File: src/rtl/regfile_pkg.sv
// Shared constants and types for the multi-port register file and its pointer unit.
package regfile_pkg;

    localparam logic [1:0] PTR_RD  = 2'd0;
    localparam logic [1:0] PTR_INC = 2'd1;
    localparam logic [1:0] PTR_DEC = 2'd2;
    localparam logic [1:0] PTR_LD  = 2'd3;

    localparam logic [1:0] SEL_X   = 2'd0;
    localparam logic [1:0] SEL_Y   = 2'd1;
    localparam logic [1:0] SEL_Z   = 2'd2;
    localparam logic [1:0] SEL_BAD = 2'd3;

    typedef enum logic {
        CLEAR,
        IDLE
    } rf_state_t;

endpackage

File: src/rtl/regfile_if.sv
// Bus between the decoder/ALU/address unit (master) and the register file (slave).
interface regfile_if #(
    parameter int DATA_W = 8,
    parameter int ADDR_W = 5
);
    logic                  en_rd;
    logic [ADDR_W-1:0]     ra_addr;
    logic [ADDR_W-1:0]     rd_addr;
    logic [DATA_W-1:0]     ra_data;
    logic [DATA_W-1:0]     rd_data;
    logic                  en_wd;
    logic [ADDR_W-1:0]     wd_addr;
    logic [DATA_W-1:0]     wd_data;
    logic                  ptr_en;
    logic [1:0]            ptr_sel;
    logic [1:0]            ptr_mode;
    logic [2*DATA_W-1:0]   ptr_wdata;
    logic [2*DATA_W-1:0]   ptr_addr;
    logic                  ptr_err;
    logic                  clr_req;
    logic                  busy;

    modport slave (
        input  en_rd, ra_addr, rd_addr,
        input  en_wd, wd_addr, wd_data,
        input  ptr_en, ptr_sel, ptr_mode, ptr_wdata,
        input  clr_req,
        output ra_data, rd_data, ptr_addr, ptr_err, busy
    );

    modport master (
        output en_rd, ra_addr, rd_addr,
        output en_wd, wd_addr, wd_data,
        output ptr_en, ptr_sel, ptr_mode, ptr_wdata,
        output clr_req,
        input  ra_data, rd_data, ptr_addr, ptr_err, busy
    );
endinterface

File: src/rtl/regfile_ptr_unit.sv
// Combinational next-pointer / next-address logic for one 16-bit pointer pair.
module regfile_ptr_unit
    import regfile_pkg::*;
#(
    parameter int DATA_W = 8
) (
    input  logic [1:0]          i_mode,
    input  logic [2*DATA_W-1:0] i_ptr,
    input  logic [2*DATA_W-1:0] i_ldval,
    output logic [2*DATA_W-1:0] o_next_ptr,
    output logic [2*DATA_W-1:0] o_next_addr,
    output logic                o_wr
);
    localparam int PW = 2 * DATA_W;
    localparam logic [PW-1:0] ONE = PW'(1);

    // Arithmetic wraps naturally at PW bits.
    always_comb begin
        o_next_ptr  = i_ptr;
        o_next_addr = i_ptr;
        o_wr        = 1'b0;
        case (i_mode)
            PTR_RD: begin
                o_next_addr = i_ptr;
            end
            PTR_INC: begin
                o_next_addr = i_ptr;
                o_next_ptr  = i_ptr + ONE;
                o_wr        = 1'b1;
            end
            PTR_DEC: begin
                o_next_ptr  = i_ptr - ONE;
                o_next_addr = i_ptr - ONE;
                o_wr        = 1'b1;
            end
            default: begin
                o_next_ptr  = i_ldval;
                o_next_addr = i_ldval;
                o_wr        = 1'b1;
            end
        endcase
    end

endmodule

File: src/rtl/regfile_mp.sv
// General-purpose register file: two registered read ports, one byte write port,
// X/Y/Z pointer pairs with inc/dec/load, and a self-sequenced array clear.
module regfile_mp
    import regfile_pkg::*;
#(
    parameter int DATA_W    = 8,
    parameter int DEPTH     = 32,
    parameter int ADDR_W    = $clog2(DEPTH),
    parameter int PAIR_BASE = DEPTH - 6
) (
    input  logic     clk,
    input  logic     rst_n,
    regfile_if.slave bus
);
    localparam int PW = 2 * DATA_W;
    localparam logic [ADDR_W-1:0] LAST_IDX  = ADDR_W'(DEPTH - 1);
    localparam logic [ADDR_W-1:0] PAIR_BASE_A = ADDR_W'(PAIR_BASE);

    logic [DATA_W-1:0] r_mem [DEPTH];

    rf_state_t         r_state;
    rf_state_t         w_state_nxt;
    logic [ADDR_W-1:0] r_clr_cnt;
    logic [ADDR_W-1:0] w_clr_cnt_nxt;

    logic [DATA_W-1:0] r_ra_data;
    logic [DATA_W-1:0] r_rd_data;
    logic [PW-1:0]     r_ptr_addr;
    logic              r_ptr_err;

    logic              w_busy;
    logic              w_rd_act;
    logic              w_wd_act;
    logic              w_wd_keep;
    logic              w_ptr_act;
    logic              w_ptr_bad;
    logic              w_ptr_wr;
    logic              w_ptr_wr_act;
    logic [ADDR_W-1:0] w_lo_idx;
    logic [ADDR_W-1:0] w_hi_idx;
    logic [PW-1:0]     w_ptr_cur;
    logic [PW-1:0]     w_ptr_nxt;
    logic [PW-1:0]     w_ptr_addr_nxt;
    logic [DATA_W-1:0] w_ra_fwd;
    logic [DATA_W-1:0] w_rd_fwd;

    // Write-first: a byte written this cycle is returned instead of the stored value;
    // the pointer write takes priority over the byte port on the same byte.
    function automatic logic [DATA_W-1:0] fwd_byte(
        input logic [ADDR_W-1:0] a,
        input logic [DATA_W-1:0] stored,
        input logic              ptr_wr,
        input logic [ADDR_W-1:0] lo,
        input logic [ADDR_W-1:0] hi,
        input logic [PW-1:0]     pnew,
        input logic              wd_wr,
        input logic [ADDR_W-1:0] wa,
        input logic [DATA_W-1:0] wdat
    );
        if (ptr_wr && (a == lo)) return pnew[DATA_W-1:0];
        if (ptr_wr && (a == hi)) return pnew[PW-1:DATA_W];
        if (wd_wr && (a == wa))  return wdat;
        return stored;
    endfunction

    assign w_busy    = (r_state == CLEAR);
    assign w_rd_act  = !w_busy && bus.en_rd;
    assign w_wd_act  = !w_busy && bus.en_wd;
    assign w_ptr_act = !w_busy && bus.ptr_en && (bus.ptr_sel != SEL_BAD);
    assign w_ptr_bad = !w_busy && bus.ptr_en && (bus.ptr_sel == SEL_BAD);

    assign w_lo_idx  = PAIR_BASE_A + ADDR_W'({bus.ptr_sel, 1'b0});
    assign w_hi_idx  = w_lo_idx + ADDR_W'(1);
    assign w_ptr_cur = {r_mem[w_hi_idx], r_mem[w_lo_idx]};

    regfile_ptr_unit #(
        .DATA_W (DATA_W)
    ) u_ptr (
        .i_mode      (bus.ptr_mode),
        .i_ptr       (w_ptr_cur),
        .i_ldval     (bus.ptr_wdata),
        .o_next_ptr  (w_ptr_nxt),
        .o_next_addr (w_ptr_addr_nxt),
        .o_wr        (w_ptr_wr)
    );

    assign w_ptr_wr_act = w_ptr_act && w_ptr_wr;
    assign w_wd_keep    = w_wd_act &&
                          !(w_ptr_wr_act && ((bus.wd_addr == w_lo_idx) || (bus.wd_addr == w_hi_idx)));

    assign w_ra_fwd = fwd_byte(bus.ra_addr, r_mem[bus.ra_addr], w_ptr_wr_act, w_lo_idx, w_hi_idx,
                               w_ptr_nxt, w_wd_act, bus.wd_addr, bus.wd_data);
    assign w_rd_fwd = fwd_byte(bus.rd_addr, r_mem[bus.rd_addr], w_ptr_wr_act, w_lo_idx, w_hi_idx,
                               w_ptr_nxt, w_wd_act, bus.wd_addr, bus.wd_data);

    // Clear FSM: one array entry zeroed per cycle, DEPTH cycles total.
    always_ff @(posedge clk or negedge rst_n) begin
        if (!rst_n) begin
            r_state   <= CLEAR;
            r_clr_cnt <= '0;
        end else begin
            r_state   <= w_state_nxt;
            r_clr_cnt <= w_clr_cnt_nxt;
        end
    end

    always_comb begin
        w_state_nxt   = r_state;
        w_clr_cnt_nxt = r_clr_cnt;
        case (r_state)
            CLEAR: begin
                w_clr_cnt_nxt = r_clr_cnt + ADDR_W'(1);
                if (r_clr_cnt == LAST_IDX) w_state_nxt = IDLE;
            end
            default: begin
                if (bus.clr_req) begin
                    w_state_nxt   = CLEAR;
                    w_clr_cnt_nxt = '0;
                end
            end
        endcase
    end

    // Array storage carries no reset; the clear sequence initialises it.
    always_ff @(posedge clk) begin
        if (w_busy) begin
            r_mem[r_clr_cnt] <= '0;
        end else begin
            if (w_wd_keep) r_mem[bus.wd_addr] <= bus.wd_data;
            if (w_ptr_wr_act) begin
                r_mem[w_lo_idx] <= w_ptr_nxt[DATA_W-1:0];
                r_mem[w_hi_idx] <= w_ptr_nxt[PW-1:DATA_W];
            end
        end
    end

    always_ff @(posedge clk or negedge rst_n) begin
        if (!rst_n) begin
            r_ra_data  <= '0;
            r_rd_data  <= '0;
            r_ptr_addr <= '0;
            r_ptr_err  <= 1'b0;
        end else begin
            if (w_rd_act) begin
                r_ra_data <= w_ra_fwd;
                r_rd_data <= w_rd_fwd;
            end
            if (w_ptr_act) r_ptr_addr <= w_ptr_addr_nxt;
            r_ptr_err <= w_ptr_bad;
        end
    end

    assign bus.ra_data  = r_ra_data;
    assign bus.rd_data  = r_rd_data;
    assign bus.ptr_addr = r_ptr_addr;
    assign bus.ptr_err  = r_ptr_err;
    assign bus.busy     = w_busy;

endmodule

File: src/flat_wrapper.sv
// flat-port wrapper written by rule: the top's interface ports become plain ports
module regfile_mp_flat import regfile_pkg::*;
#(
    parameter int DATA_W    = 8,
    parameter int DEPTH     = 32,
    parameter int ADDR_W    = $clog2(DEPTH),
    parameter int PAIR_BASE = DEPTH - 6
)
  (clk, rst_n, bus_en_rd, bus_ra_addr, bus_rd_addr, bus_en_wd, bus_wd_addr, bus_wd_data, bus_ptr_en, bus_ptr_sel, bus_ptr_mode, bus_ptr_wdata, bus_clr_req, bus_ra_data, bus_rd_data, bus_ptr_addr, bus_ptr_err, bus_busy);
  regfile_if #(.DATA_W(DATA_W), .ADDR_W(ADDR_W)) bus_i ();
  input  logic clk;
  input  logic rst_n;
  input wire logic [$bits(bus_i.en_rd)-1:0] bus_en_rd;
  input wire logic [$bits(bus_i.ra_addr)-1:0] bus_ra_addr;
  input wire logic [$bits(bus_i.rd_addr)-1:0] bus_rd_addr;
  input wire logic [$bits(bus_i.en_wd)-1:0] bus_en_wd;
  input wire logic [$bits(bus_i.wd_addr)-1:0] bus_wd_addr;
  input wire logic [$bits(bus_i.wd_data)-1:0] bus_wd_data;
  input wire logic [$bits(bus_i.ptr_en)-1:0] bus_ptr_en;
  input wire logic [$bits(bus_i.ptr_sel)-1:0] bus_ptr_sel;
  input wire logic [$bits(bus_i.ptr_mode)-1:0] bus_ptr_mode;
  input wire logic [$bits(bus_i.ptr_wdata)-1:0] bus_ptr_wdata;
  input wire logic [$bits(bus_i.clr_req)-1:0] bus_clr_req;
  output wire logic [$bits(bus_i.ra_data)-1:0] bus_ra_data;
  output wire logic [$bits(bus_i.rd_data)-1:0] bus_rd_data;
  output wire logic [$bits(bus_i.ptr_addr)-1:0] bus_ptr_addr;
  output wire logic [$bits(bus_i.ptr_err)-1:0] bus_ptr_err;
  output wire logic [$bits(bus_i.busy)-1:0] bus_busy;
  assign bus_i.en_rd = bus_en_rd;
  assign bus_i.ra_addr = bus_ra_addr;
  assign bus_i.rd_addr = bus_rd_addr;
  assign bus_i.en_wd = bus_en_wd;
  assign bus_i.wd_addr = bus_wd_addr;
  assign bus_i.wd_data = bus_wd_data;
  assign bus_i.ptr_en = bus_ptr_en;
  assign bus_i.ptr_sel = bus_ptr_sel;
  assign bus_i.ptr_mode = bus_ptr_mode;
  assign bus_i.ptr_wdata = bus_ptr_wdata;
  assign bus_i.clr_req = bus_clr_req;
  assign bus_ra_data = bus_i.ra_data;
  assign bus_rd_data = bus_i.rd_data;
  assign bus_ptr_addr = bus_i.ptr_addr;
  assign bus_ptr_err = bus_i.ptr_err;
  assign bus_busy = bus_i.busy;
  regfile_mp #(.DATA_W(DATA_W), .DEPTH(DEPTH), .ADDR_W(ADDR_W), .PAIR_BASE(PAIR_BASE)) u_core (.clk(clk), .rst_n(rst_n), .bus(bus_i));
endmodule
File: config.mk
export PLATFORM = sky130hd
export DESIGN_NAME = regfile_mp_flat
export DESIGN_NICKNAME = d
export VERILOG_FILES = /design/src/rtl/regfile_pkg.sv /design/src/rtl/regfile_if.sv /design/src/rtl/regfile_ptr_unit.sv /design/src/rtl/regfile_mp.sv /design/src/flat_wrapper.sv
export SDC_FILE = /design/constraint.sdc
export NUM_CORES = 1
export LEC_CHECK = 0
export BUFFER_PORTS_ARGS = -buffer_cell sky130_fd_sc_hd__buf_2
export CORE_MARGIN = 2
export CORE_UTILIZATION = 50
export DETAILED_ROUTE_END_ITERATION = 12
export HOLD_SLACK_MARGIN = 0.1
export PLACE_DENSITY = 0.67
export SYNTH_ARGS = -nofsm -noshare
export SYNTH_HDL_FRONTEND = slang
export SYNTH_SLANG_ARGS = --single-unit
File: constraint.sdc
create_clock -name clk -period 7.18 [get_ports clk]
set_clock_uncertainty 0.2 [all_clocks]
set_input_delay 1.436 -clock clk [delete_from_list [all_inputs] [get_ports clk]]
set_output_delay 1.436 -clock clk [all_outputs]
set_load 0.1 [all_outputs]
# == After elaboration in Yosys (flattened, before gate mapping) ==
# Memory sizes are Yosys's and may differ from the RTL's. A register that Yosys moved wholly into a read port is not among the register bits.
# Index checks and enable logic that the tools add are counted.
# word_totals
romBits,0
inputBits,49
latchBits,0
register_bits,23
n_memories,1
ramBits,256
# memory_table
memory,depth,word_bits,read_ports,rd_ports_with_merged_regs,write_ports,line,source
u_core.r_mem,32,8,4,2,3,regfile_mp.sv:19,logic [DATA_W-1:0] r_mem [DEPTH];
# classes
add_sub_neg,5
mux,18
eq_ne,8
shifts,0
n_reduce_logical,15
multipliers,0
n_div,0
n_lt_le_gt_ge,0
n_bitwise,1
# op_table
operator,n
$pmux 16 s3,1
$pmux 16 s2,1
$add 16x1->16 const B,1
$sub 16x1->16 const B,1
$mux 5,3
$mux 1,12
$add 5x1->5 const B,2
$eq 5x5->1,2
$logic_and 1x1->1,8
$mux 8,1
$reduce_or 8->1,1
$add 4x4->5 const A,1
$eq 5x5->1 const B,1
$eq 2x2->1 const B,2
$ne 2x2->1 const B,2
$logic_not 1->1,3
$eq 2x1->1 const B,1
$logic_not 2->1,1
$reduce_or 2->1,1
$logic_or 1x1->1,1
$not 1->1,1

# == Longest topological paths before layout ==
# logic_depth
depth_word,12
depth_mapped,18

# == Hierarchy ==
# A second synthesis with hierarchy kept.
# unflattened
cells_unflattened,1452
area_unflattened_um2,18186.2
# by_module_without_submodules
mod,seq_area_each_um2,n_inst,area_each_um2,cells_each
regfile_mp,8663.3,1,16742.3,1217
regfile_ptr_unit,0.0,1,1443.9,235

# == Least setup slack after synthesis ==
# No wires, ideal clock.
# synth_path
path_type,input port to flip-flop
startpoint,input port bus_ptr_sel[0]
endpoint,"memory u_core.r_mem[28][0], enable pin"
cell_stages,18
arrival_ns,5.499
slack_ns,1.097
path_cell_list,buf_6 > buf_12 > buf_6 > buf_2 > buf_2 > inv_1 > ha_1 > buf_1 > buf_2 > xor2_1 > nor2_1 > a41oi_1 > clkbuf_1 > clkbuf_1 > nand2_1 > nand2_1 > nand2_1 > o21ai_0
# synth_lines
element,line,source
"start, declared",flat_wrapper.sv:20,input wire logic [$bits(bus_i.ptr_sel)-1:0] bus_ptr_sel;
"end, declared",regfile_mp.sv:19,

==> summary.md <==
| Metric | Value |
|---|---|
| Avg WL per Cell | 29.3 um |
| Critical-path cell list | buf_2 > buf_4 > mux4_1 > mux2_2 > or4_4 > or2_1 > nor2_1 > xnor2_1 > a31oi_1 > o21ai_0 |
| Commonest non-fill, non-tap cell in the layout | edfxtp_1 |
| Pins Over Slew Limit | 0 |
| Endpoints failing setup | 0 |
| Total Routing Usage GR | 0.300 |
| Tot Pwr | 0.00633 W |
| CTS tree | yes |
| Worst Setup SP | bus_ptr_sel[0] |
| VDD IR-drop max | 323 uV |
| Slowest cell on crit path | a31oi_1 |
| WP buf/inv | 2 |
| RR Startpoint | u_core.r_mem[6][0]$_DFFE_PP_ |
| Post-Synthesis Net Count | 1372 |
| Top cells by area, synth | edfxtp_1, mux4_2, dfrtp_1 |
| Clk slew on worst S/H paths | 60 ps |
| Synth Flop Type | edfxtp_1 |
| Worst path top cell family by delay | simple AND/OR/NAND/NOR gates |
| Gate Count Post-Synth | 1314 |
| Tmin final | 5260 ps |
| Synthesis Warnings | 0 |
| Die Wd | 192 um |
| Vias/cell | 6.85 |
| Top-area cell type share of the netlist area | 0.436 |
| Initial DRC count | 1615 |
| IO Port Bufs | 82 |
| Core Rows | 68 |
| Register area share after synthesis | 0.491 |
| RSZ-0062 raised after global routing | false |
| Die height | 192 um |
| Power Density | 322 mW/mm^2 |
| CP Max Fanout | 17 |
| Layout Area Growth over Synthesis | 11.6% |
| Vias | 12653 |
| H-tree levels | 2 |
| TNS Setup | 0 ps |
| Crit end category | flop |
| Gr ovfl total | 0 |
| Worst-Skew Late Latency | 530 ps |
| Post-Route WL | 54100 um |
| CTS Buf Count | 34 |
| DRC Markers | 0 |
| Core footprint | 0.0346 sq mm |
| Initial Utilization | 0.509 |
| Synth cell types | 65 |
| Largest net degree at the start of global routing | 53 |
| Max Clk Rate | 0.190 GHz |
| Post-synth top area cell | edfxtp_1 |
| Mapped Avg Cell Area | 13.4 sq um |
| Final hold viol count | 0 |
| Final layout net count | 1423 |
| Fin util | 0.568 |
| Slowest stage delay, CP | 770 ps |
| Pre-CTS setup slack | 1460 ps |
| Clock Sinks | 295 |
| Global-route wire length before repair | 80000 um |
| Synth Cell Area | 0.0176 sq mm |
| LEAKAGE | 6.97 nW |
| Root Buffer | clkbuf_16 |
| Setup bufs post-CTS | 0 |
| Post-synth EDFFs | 256 |
| Hold_sp | u_core.bus.ptr_addr[14]$_DFFE_PN0N_ |
| Slew @ Worst Pin | 1220 ps |
| Hold-fix buffers, CTS | 0 |
| Ports | 83 |
| Initial antenna violation count | 2 |
| Max clock buf depth | 3 |
| Commonest cells after routing, fill and taps aside | edfxtp_1, mux4_2, o21ai_0, nand2_1, buf_2 |
| Detailed placer's ending HPWL | 39000 um |
| Vias in the first global route | 12231 |
| Hold WS | 270 ps |
| Fill count | 2764 |
| Slew margin rel. | 0.188 |
| Critical path class | in2reg |
| Post_cts resized | 0 |
| GP Congestion | 0.950 |
| Worst hold-check path type | reg2reg |
| Worst EP required | 7210 ps |
| Die Area | 0.0368 sq mm |
| Antenna Nets Post-Route | 0 |
| Layout cells sized above 1 | 0.272 |
| Nature of the critical path startpoint | primary input |
| Tcrit/Tclk final | 0.732 |
| Worst setup margin | 1920 ps |
| Critical Path AT | 5280 ps |
| 1st-pass router iterations | 6 |
| FF+latch count, synth | 295 |
| Maxcap violations | 0 |
| Status | completed |
| Post-synth ARST share | 0.132 |
## path summary, 6_finish.rpt
path	end	slack (ps)	cells after the start
min in group asynchronous	u_core.bus.ptr_addr[15]$_DFFE_PN0N_	860	1
worst min-delay path	u_core.bus.ptr_addr[14]$_DFFE_PN0N_	270	2
worst max-delay path	u_core.r_mem[27][1]$_DFFE_PP_	1920	10
worst max register to register	u_core.r_mem[27][1]$_DFFE_PP_	3080	8
max in group asynchronous	u_core.bus.rd_data[1]$_DFFE_PN0P_	5320	1
worst min register to register	u_core.bus.ptr_addr[14]$_DFFE_PN0N_	270	2
## sequential cells by signal, summed over array words and instances (netlist names)
register / cells
u_core.r_mem: 256
u_core.bus.ptr_addr: 16
u_core.bus.ra_data: 8
u_core.bus.rd_data: 8
u_core.r_clr_cnt: 5
u_core.bus.ptr_err: 1
u_core.r_state: 1
## power by group
group	total, W	internal, W	switching, W
logic	0.00211	0.000605	0.00151
registers	0.00238	0.00218	0.000199
clock network	0.00183	0.00111	0.000720
total	0.00633	0.00390	0.00243
## routing by layer
metal	part of all wire	vias to the layer above	GRT usage
met5	0	-	0
met2	0.47	863	0.473
met1	0.38	6324	0.418
met3	0.12	111	0.0694
li1	-	5355	-
met4	0.031	0	0.0929
## logic make-up (layout without fill, tap and decap cells)
logic type | Yosys count | count (layout) | synth area share
DFF | 295 | 295 | 0.491
adders and majority gates | 9 | 9 | 0.00638
muxes | 249 | 249 | 0.276
other | 0 | 1 | 0
buffers and inverters | 145 | 222 | 0.0334
xor gates and xnor gates | 34 | 34 | 0.0169
and+or+nand+nor | 304 | 304 | 0.0799
AOI/OAI and AO/OA | 278 | 278 | 0.0963
## cells in the mapped netlist (all sizes together), types with 4 or more instances
cell     count
edfxtp     256
mux4       184
o21ai      150
nand2      134
clkbuf      79
nor2        55
mux2i       45
dfrtp       39
inv         35
buf         30
a21oi       28
and2        24
xnor2       22
mux2        20
nand3       20
o211ai      15
nor3        12
xor2        12
a22oi       11
nand2b      10
ha           9
nand4        9
nor4         9
o221ai       9
nor2b        8
a32oi        7
a211oi       6
a31oi        6
or3          6
a21o         5
o41ai        5
or2          5
a2bb2oi      4
and3         4
o22ai        4
o31ai        4
## tightest hold or removal path, stage by stage, from the launching register on
cell	delay, ps
dfrtp_1	340
nand2_1	40
o21ai_0	60
## metrics by stage
stage / instances / instance area (sq um)
floorplan: 1314 / 17600
global placement: 1784 / 18500
detailed placement: 1784 / 18500
CTS: 1846 / 19700
global route: 1846 / 19700
finish: 1847 / 19700
## area by class of cell
| cell class | instances | area, sq um | area share |
|---|---|---|---|
| repair buffers | 124 | 736 | 0.0374 |
| inverters | 36 | 135 | 0.00687 |
| multi-input cells | 874 | 8400 | 0.427 |
| flip-flops and latches | 295 | 8660 | 0.440 |
| well taps | 455 | 569 | 0.0289 |
| clock buffers | 47 | 951 | 0.0483 |
| clock inverters | 15 | 221 | 0.0113 |
| diodes | 1 | 2.50 | 0.000127 |
Power figures use the tool's default switching activity.
